==> config.mk <==
export PLATFORM = sky130hd
export DESIGN_NAME = conv_ctrl
export DESIGN_NICKNAME = d
export VERILOG_FILES = /design/src/rtl/conv_pkg.sv /design/src/rtl/conv_ctrl_cnt.sv /design/src/rtl/conv_ctrl.sv
export SDC_FILE = /design/constraint.sdc
export NUM_CORES = 1
export LEC_CHECK = 0
export ABC_AREA = 0
export BUFFER_PORTS_ARGS = -buffer_cell sky130_fd_sc_hd__buf_2
export CORE_MARGIN = 2
export CORE_UTILIZATION = 50
export DETAILED_ROUTE_END_ITERATION = 10
export MAX_ROUTING_LAYER = met4
export PLACE_DENSITY = 0.71
export SETUP_SLACK_MARGIN = 0.15
export SLEW_MARGIN = 20
export SYNTH_ARGS = -nofsm -noshare
export SYNTH_HDL_FRONTEND = slang
export SYNTH_SLANG_ARGS = --single-unit
==> constraint.sdc <==
create_clock -name clk -period 3.4 [get_ports clk]
set_input_delay 0.51 -clock clk [delete_from_list [all_inputs] [get_ports clk]]
set_output_delay 0.51 -clock clk [all_outputs]
set_load 0.02 [all_outputs]
==> src/rtl/conv_pkg.sv <==
// Shared types and default sizing for the 1-D convolution controller.
package conv_pkg;

    typedef enum logic [1:0] {
        S_LOAD  = 2'd0,
        S_MAC   = 2'd1,
        S_FLUSH = 2'd2,
        S_OUT   = 2'd3
    } conv_state_t;

    localparam int N_DEF = 32;
    localparam int M_DEF = 4;

endpackage

==> src/rtl/conv_ctrl_cnt.sv <==
// Wrapping up-counter: counts 0..MAX on en, wraps to 0 after MAX, clr has priority.
module conv_ctrl_cnt #(
    parameter int W   = 5,
    parameter int MAX = 31
) (
    input  logic         clk,
    input  logic         reset,
    input  logic         clr,
    input  logic         en,
    output logic [W-1:0] cnt,
    output logic         tc
);

    localparam logic [W-1:0] MAX_V = W'(MAX);

    assign tc = (cnt == MAX_V);

    always_ff @(posedge clk or posedge reset) begin
        if (reset) begin
            cnt <= '0;
        end else if (clr) begin
            cnt <= '0;
        end else if (en) begin
            cnt <= tc ? '0 : cnt + W'(1);
        end
    end

endmodule

==> src/rtl/conv_ctrl.sv <==
// Sequencing FSM for the 1-D convolution datapath: loads N samples, then runs
// N-M+1 dot products of M taps each, presenting every result on a valid/ready port.
module conv_ctrl
    import conv_pkg::*;
#(
    parameter int N   = N_DEF,
    parameter int M   = M_DEF,
    parameter int AXW = $clog2(N),
    parameter int AFW = $clog2(M)
) (
    input  logic           clk,
    input  logic           reset,
    input  logic           x_valid,
    output logic           x_ready,
    output logic           y_valid,
    input  logic           y_ready,
    output logic           wr_en_x,
    output logic [AXW-1:0] addr_x,
    output logic [AFW-1:0] addr_f,
    output logic           clear_acc,
    output logic           en_acc
);

    conv_state_t    state;
    conv_state_t    state_nxt;

    logic [AXW-1:0] ld;
    logic [AXW-1:0] i;
    logic [AFW-1:0] k;
    logic           ld_tc;
    logic           i_tc;
    logic           k_tc;

    logic           x_hs;
    logic           y_hs;
    logic           load_done;
    logic           ld_clr;
    logic           i_clr;
    logic           i_en;
    logic           k_clr;
    logic           k_en;
    logic [AXW:0]   tap_addr;

    // Handshakes are masked by reset so nothing completes while it is held.
    assign x_hs      = !reset && (state == S_LOAD) && x_valid;
    assign y_hs      = !reset && (state == S_OUT) && y_ready;
    assign load_done = x_hs && ld_tc;

    // i+k is formed one bit wider; with i<=N-M and k<=M-1 it never exceeds N-1.
    assign tap_addr  = (AXW+1)'(i) + (AXW+1)'(k);

    assign ld_clr = (state != S_LOAD);
    assign i_clr  = load_done || (y_hs && i_tc);
    assign i_en   = y_hs && !i_tc;
    assign k_clr  = load_done || (state == S_FLUSH);
    assign k_en   = (state == S_MAC);

    conv_ctrl_cnt #(
        .W   (AXW),
        .MAX (N - 1)
    ) u_cnt_ld (
        .clk   (clk),
        .reset (reset),
        .clr   (ld_clr),
        .en    (x_hs),
        .cnt   (ld),
        .tc    (ld_tc)
    );

    conv_ctrl_cnt #(
        .W   (AXW),
        .MAX (N - M)
    ) u_cnt_i (
        .clk   (clk),
        .reset (reset),
        .clr   (i_clr),
        .en    (i_en),
        .cnt   (i),
        .tc    (i_tc)
    );

    conv_ctrl_cnt #(
        .W   (AFW),
        .MAX (M - 1)
    ) u_cnt_k (
        .clk   (clk),
        .reset (reset),
        .clr   (k_clr),
        .en    (k_en),
        .cnt   (k),
        .tc    (k_tc)
    );

    always_ff @(posedge clk or posedge reset) begin
        if (reset) begin
            state <= S_LOAD;
        end else begin
            state <= state_nxt;
        end
    end

    always_comb begin
        state_nxt = state;
        case (state)
            S_LOAD:  if (load_done) state_nxt = S_MAC;
            S_MAC:   if (k_tc) state_nxt = S_FLUSH;
            S_FLUSH: state_nxt = S_OUT;
            S_OUT:   if (y_hs) state_nxt = i_tc ? S_LOAD : S_MAC;
            default: state_nxt = S_LOAD;
        endcase
    end

    // Read data arrives one cycle after the address, so accumulate lags the tap by one.
    always_comb begin
        x_ready   = 1'b0;
        y_valid   = 1'b0;
        wr_en_x   = 1'b0;
        addr_x    = '0;
        addr_f    = '0;
        clear_acc = 1'b0;
        en_acc    = 1'b0;
        if (!reset) begin
            case (state)
                S_LOAD: begin
                    x_ready   = 1'b1;
                    wr_en_x   = x_valid;
                    addr_x    = ld;
                    clear_acc = load_done;
                end
                S_MAC: begin
                    addr_x = AXW'(tap_addr);
                    addr_f = k;
                    en_acc = (k != '0);
                end
                S_FLUSH: begin
                    en_acc = 1'b1;
                end
                S_OUT: begin
                    y_valid   = 1'b1;
                    clear_acc = y_hs && !i_tc;
                end
                default: begin
                    x_ready = 1'b0;
                end
            endcase
        end
    end

endmodule

==> impl_metrics.csv, run 1 <==
group,metric,value,unit
power_and_ir_drop,totalPowerFinal,0.826,mW
yosys,synth_seq_area_share,31.3,%
clock_tree,cts_setup_buffers,0,
sta,max_clock_freq,373,MHz
worst_setup_path,r2r.worst_path.cells,6,
yosys,synth_most_common_cell,"dfrtp_1",
yosys,synth_top_area_share,31.3,%
yosys,synth.net_count,139,
clock_tree,cts_hold_buf,0,
clock_tree,clock_latency,0.29,ns
drt,wl_per_cell,14.3,um
drt,dr.pass1.iters,4,
floorplanning,boundaryPins,16,
sta,setup_viol,0,
worst_setup_path,critPathKind,"reg -> out",
clock_tree,h-tree-depth,1,
worst_setup_path,cp_data_required_time,2.89,ns
power_and_ir_drop,p_clk_share,11.6,%
yosys,yosysWarnings,0,
hold_path,hold_path.class,"in -> async",
yosys,synth_commonest_cells,"14 x dfrtp_1, 13 x ha_1, 9 x inv_1, 9 x nand3_1",
worst_setup_path,crit_chain,"inv_1 > ha_1 > and4b_1 > a21oi_1 > nor3_1 > buf_2",
floorplanning,coreArea,2170,um^2
drt,drcViolationCount,0,
place,gp_congestion,0.820,
sta,finalMaxSlewViolations,0,
power_and_ir_drop,max-vdd-ir-drop,0.000469,V
floorplanning,start_util,51.6,%
yosys,ys_types,43,
clock_tree,cts_sinks,14,
yosys,synth-compound-area-share,17.2,%
power_and_ir_drop,share_comb_of_total_power,54.6,%
worst_setup_path,r2r_slack,1.47,ns
yosys,ys_async_sr_fraction,100,%
power_and_ir_drop,p_sw_share,46.2,%
clock_tree,cts-buffers-inserted,3,
yosys,synthAdderAreaFrac,16.3,%
drt,drtIter0Drc,21,
drt,vias,959,
place,hpwl,1770,um
drt,detail-route-antenna-nets,0,
worst_setup_path,crit_fanout,12,
clock_tree,cts_buffer_depth,2,
sta,finalCriticalPeriod,2.68,ns
yosys,synth-xor-area-share,1.56,%
finish,nets,154,
sta,tns,0,ns
floorplanning,fp-row-count,17,
place,post-place-cells,159,
sta,rsz0062_at_grt,"false",
yosys,avgSynthCellArea,9.25,um^2
worst_setup_path,critPathLaunch,"state[0]$_DFFE_PP0P_",
place,portBuffers,15,
sta,worstMarginPinSlew,0.445,ns
worst_setup_path,crit_path_end_kind,"output port",
worst_setup_path,cpMaxStageDelayCell,"ha_1",
power_and_ir_drop,powerDensity,671,nW/um^2
clock_tree,clockRootBuffer,"clkbuf_4",
power_and_ir_drop,p_sw,0.382,mW
finish,area_growth,9.94,%
run_status,status,"complete, no violations",
global_route,grt.total_usage,21.2,%
clock_tree,cts_resized,0,
yosys,synthesis.area,1120,um^2
yosys,synth_edf_count,0,
finish,final_cell_count_no_fill,162,
power_and_ir_drop,seq_power_share,33.8,%
clock_tree,cts_tree,"built",
worst_setup_path,r2r_end,"state[1]$_DFFE_PP0P_",
worst_setup_path,cpPeakStageDelay,0.46,ns
worst_setup_path,cp.arrival,2.17,ns
floorplanning,die_w,51.3,um
yosys,synth_flop_cell,"dfrtp_1",
floorplanning,die_y,51.3,um
finish,drive_gt1_share,17.2,%
yosys,synth_area_leader_cell,"dfrtp_1",
yosys,yosys-top-cells-area,"dfrtp_1 31%, ha_1 15%, nand3_1 4.0%, a21oi_1 3.6%, inv_1 3.0%",
yosys,synth-seq-cells,14,
sta,relSlewSlack,70.4,%
drt,routed_wl,2310,um
worst_setup_path,start_kind,"flip-flop",
sta,finalHoldViolations,0,
global_route,antenna_found_initial,0,
global_route,grt_pass1_vias,900,
job,cap_violations,0,
clock_tree,clk_pin_slew,0.09,ns
yosys,synth_top_family_by_area,"simple AND/OR/NAND/NOR gates",
drt,via_per_inst,5.92,
sta,min_period_over_period,78.9,%
power_and_ir_drop,p_leak,0.629,nW
global_route,grt-ovfl-total,0,
worst_setup_path,timing.rr.start,"u_cnt_ld.cnt[0]$_DFFE_PP0P_",
finish,diodes,0,
global_route,grt_max_degree,17,
yosys,syn_inst,121,
sta,fin_skew,0.00702,ns
global_route,grt_pass1_wl,3990,um
floorplanning,dieArea,2630,um^2
worst_setup_path,endpoint,"clear_acc",
yosys,synthSimpleGateAreaFrac,24.6,%
yosys,synthMuxAreaShare,3.13,%
power_and_ir_drop,internal-power,0.445,mW
-- metrics by stage --
step	instance area [um^2]	hold slack [ns]	util [%]	setup WS [ns]
2_1_floorplan	1120	0.493	-	1.05
3_5_place_dp	1210	0.538	55.7	1.05
3_3_place_gp	1210	0.531	55.7	1.12
6_report	1230	0.350	56.7	0.719
5_1_grt	1230	0.410	56.7	0.528
4_1_cts	1230	0.343	56.7	0.713
-- power groups by stage --
stage / combinational (mW) / sequential, mW / clock [mW]
floorplan: 0.376 / 0.253 / 0
global placement: 0.442 / 0.278 / 0
detailed placement: 0.450 / 0.283 / 0
CTS: 0.454 / 0.280 / 0.100
global route: 0.510 / 0.288 / 0.105
finish: 0.451 / 0.279 / 0.0963
-- cells in the final DEF (no fill, tap or decap), types with 2 or more instances in the layout --
master	Yosys	routed
nand2_1	8	8
nand3b_1	2	2
a211oi_1	2	2
and3_1	2	2
a22oi_1	2	2
o211ai_1	2	2
a41oi_1	2	2
ha_1	13	13
nor2b_1	3	3
a21oi_1	8	8
buf_2	5	15
dfrtp_1	14	14
inv_1	9	9
nand2b_1	3	3
clkbuf_4	0	3
a311oi_1	2	2
o31ai_1	2	2
mux2i_1	2	2
nor2_1	3	3
nor3_1	5	5
nand3_1	9	9
-- sequential cells by signal, indices dropped and copies added, names as in the netlist --
name,cells
u_cnt_i.cnt,5
u_cnt_ld.cnt,5
state,2
u_cnt_k.cnt,2
-- area by class of cell --
| cell class | instances | area, um^2 |
|---|---|---|
| well taps | 28 | 35.0 |
| inverters | 10 | 37.5 |
| multi-input cells | 91 | 703 |
| repair buffers | 16 | 82.6 |
| flip-flops and latches | 14 | 350 |
| fillers | 209 | 938 |
| clock buffers | 3 | 22.5 |
-- worst max-delay path, delay by kind of cell, from the launching register on --
family | cells | cell delay, ns
and+or+nand+nor | 2 | 0.59
DFF | 1 | 0.42
AOI/OAI and AO/OA | 1 | 0.08
buffers and inverters | 2 | 0.34
adders and majority gates | 1 | 0.46
-- per-layer routing --
layer | global-route usage (%) | up-vias | part of all wire, %
met5 | - | - | 0
met4 | 9.21 | 0 | 1.9
met3 | 3.80 | 5 | 5.4
met2 | 33.3 | 31 | 45
met1 | 27.0 | 453 | 48
li1 | - | 470 | -
-- kinds of logic after synthesis --
logic type / count (synthesis)
AOI/OAI and AO/OA: 27
xor gates and xnor gates: 2
DFF: 14
buffers and inverters: 16
muxes: 3
and+or+nand+nor: 45
adders and majority gates: 14
-- worst min path at each step --
stage                                           start                           to  cells after the start
after floorplan            u_cnt_i.cnt[4]$_DFFE_PP0P_   u_cnt_i.cnt[4]$_DFFE_PP0P_                      1
after global placement    u_cnt_ld.cnt[0]$_DFFE_PP0P_  u_cnt_ld.cnt[0]$_DFFE_PP0P_                      1
after detailed placement  u_cnt_ld.cnt[0]$_DFFE_PP0P_  u_cnt_ld.cnt[0]$_DFFE_PP0P_                      1
after CTS                                       reset   u_cnt_k.cnt[1]$_DFFE_PP0P_                      3
after global routing                            reset         state[0]$_DFFE_PP0P_                      3
final                                           reset   u_cnt_k.cnt[1]$_DFFE_PP0P_                      3
(Power assumes the default switching activity.)
==> run 2, diff against run 1 <==
- clock period: 3.4 -> 2.8 ns (I/O delays scaled with it)
==> run 2 against run 1 <==
Effect of this change:
- hold slack got worse by 0.093 ns
- combinational power rose by 23%
- global-route usage unchanged
- critical path type unchanged
- largest power group unchanged
- highest routed layer unchanged
==> impl_metrics.csv, run 2 (same netlist as run 1, synthesis figures left out) <==
group,metric,value,unit
clock_tree,cts_resized,0,
finish,area_growth,10.3,%
power_and_ir_drop,p_leak,0.627,nW
sta,relSlewSlack,79.2,%
floorplanning,boundaryPins,16,
finish,diodes,0,
finish,final_common_cell,"buf_2",
place,post-place-cells,159,
power_and_ir_drop,powerDensity,817,nW/um^2
global_route,grt_max_degree,17,
sta,hold_ws,0.257,ns
finish,nets,154,
global_route,antenna_found_initial,0,
worst_setup_path,r2r.worst_path.cells,6,
worst_setup_path,r2r_end,"state[1]$_DFFE_PP0P_",
job,cap_violations,0,
finish,drive_gt1_share,18.7,%
clock_tree,cts_buffer_depth,2,
clock_tree,cts_tree,"built",
floorplanning,die_y,51.3,um
clock_tree,clk_pin_slew,0.08,ns
worst_setup_path,cp.arrival,2.06,ns
global_route,grt_pass1_vias,900,
place,gp_congestion,0.820,
sta,finalCriticalPeriod,2.48,ns
drt,wl_per_cell,14.3,um
sta,rsz0062_at_grt,"false",
worst_setup_path,critPathLaunch,"u_cnt_ld.cnt[0]$_DFFE_PP0P_",
drt,via_per_inst,5.90,
worst_setup_path,crit_path_end_kind,"output port",
drt,detail-route-antenna-nets,0,
drt,dr.pass1.iters,4,
global_route,grt-ovfl-total,0,
global_route,grtUsageMet2,33.3,%
hold_path,hold_path.class,"in -> async",
finish,reg_top3,"u_cnt_i.cnt: 5 flops, u_cnt_ld.cnt: 5 flops",
sta,max_clock_freq,403,MHz
drt,drtIter0Drc,18,
sta,min_period_over_period,88.6,%
clock_tree,cts_sinks,14,
sta,fin_skew,0.00617,ns
finish,final_cell_count_no_fill,162,
sta,finalHoldViolations,0,
floorplanning,fp-row-count,17,
clock_tree,clockRootBuffer,"clkbuf_4",
finish,nFillCells,210,
finish,mostFrequentLayoutCells,"15 x buf_2, 14 x dfrtp_1, 12 x ha_1",
run_status,status,"complete, no violations",
global_route,grt_pass1_wl,3990,um
floorplanning,die_w,51.3,um
sta,finalMaxSlewViolations,0,
worst_setup_path,crit_fanout,8,
clock_tree,cts_setup_buffers,0,
sta,setup_viol,0,
power_and_ir_drop,max-vdd-ir-drop,0.000570,V
sta,tns,0,ns
floorplanning,coreArea,2170,um^2
worst_setup_path,r2r_slack,0.87,ns
clock_tree,h-tree-depth,1,
worst_setup_path,critPathKind,"reg -> out",
global_route,met1_usage,27.0,%
global_route,grt-busiest-layer,"met2",
power_and_ir_drop,totalPowerFinal,1.01,mW
drt,drcViolationCount,0,
clock_tree,cts-buffers-inserted,3,
worst_setup_path,timing.rr.start,"u_cnt_ld.cnt[0]$_DFFE_PP0P_",
clock_tree,cts_hold_buf,0,
worst_setup_path,endpoint,"clear_acc",
drt,vias,955,
sta,worstMarginPinSlew,0.311,ns
global_route,globalRouteMet3Util,3.80,%
worst_setup_path,start_kind,"flip-flop",
floorplanning,dieArea,2630,um^2
place,hpwl,1770,um
global_route,grt.total_usage,21.2,%
place,portBuffers,15,
floorplanning,start_util,51.6,%
worst_setup_path,cp_data_required_time,2.38,ns
drt,routed_wl,2320,um
clock_tree,clock_latency,0.29,ns
-- run 2: worst min-delay path by stage --
| stage | from | to | slack [ns] | cells after the start |
|---|---|---|---|---|
| after global placement | u_cnt_ld.cnt[0]$_DFFE_PP0P_ | u_cnt_ld.cnt[0]$_DFFE_PP0P_ | 0.53 | 1 |
| final | reset | u_cnt_k.cnt[1]$_DFFE_PP0P_ | 0.26 | 3 |
| after global routing | reset | state[0]$_DFFE_PP0P_ | 0.32 | 3 |
| after detailed placement | u_cnt_ld.cnt[0]$_DFFE_PP0P_ | u_cnt_ld.cnt[0]$_DFFE_PP0P_ | 0.54 | 1 |
| after CTS | reset | u_cnt_k.cnt[1]$_DFFE_PP0P_ | 0.25 | 3 |
| after floorplan | reset | state[0]$_DFFE_PP0P_ | 0.48 | 2 |
-- run 2: cell type report --
cell class / count / area (um^2) / area share, %
sequential: 14 / 350 / 28.4
clock buffer: 3 / 22.5 / 1.82
inverter: 10 / 37.5 / 3.04
tap: 28 / 35.0 / 2.84
timing repair buffer: 16 / 82.6 / 6.69
multi-input combinational: 91 / 707 / 57.2
-- run 2: metrics by stage --
stage	util [%]	area, um^2	setup slack, ns
floorplan	-	1120	0.537
global placement	55.7	1210	0.606
detailed placement	55.7	1210	0.542
CTS	56.7	1230	0.203
global route	56.9	1230	0.174
finish	56.9	1230	0.320
-- run 2: critical path, stage by stage, from the launching register on --
cell and delay (ns):
dfrtp_1 0.42, ha_1 0.20, and3_1 0.16, ha_1 0.25
and4b_2 0.37, a21oi_1 0.06, nor3_1 0.13, buf_2 0.18
-- run 2: layer usage --
metal,wire [um],share of wire (%)
met1,1120,48
met2,1050,45
met3,101,4.3
met4,43,1.9
met5,0,0
-- run 2: where the power goes --
group | switching (mW) | total [mW] | internal, mW
Clock | 0.0664 | 0.116 | 0.0501
Sequential | 0.0811 | 0.338 | 0.257
Combinational | 0.317 | 0.555 | 0.238
Total | 0.464 | 1.01 | 0.545
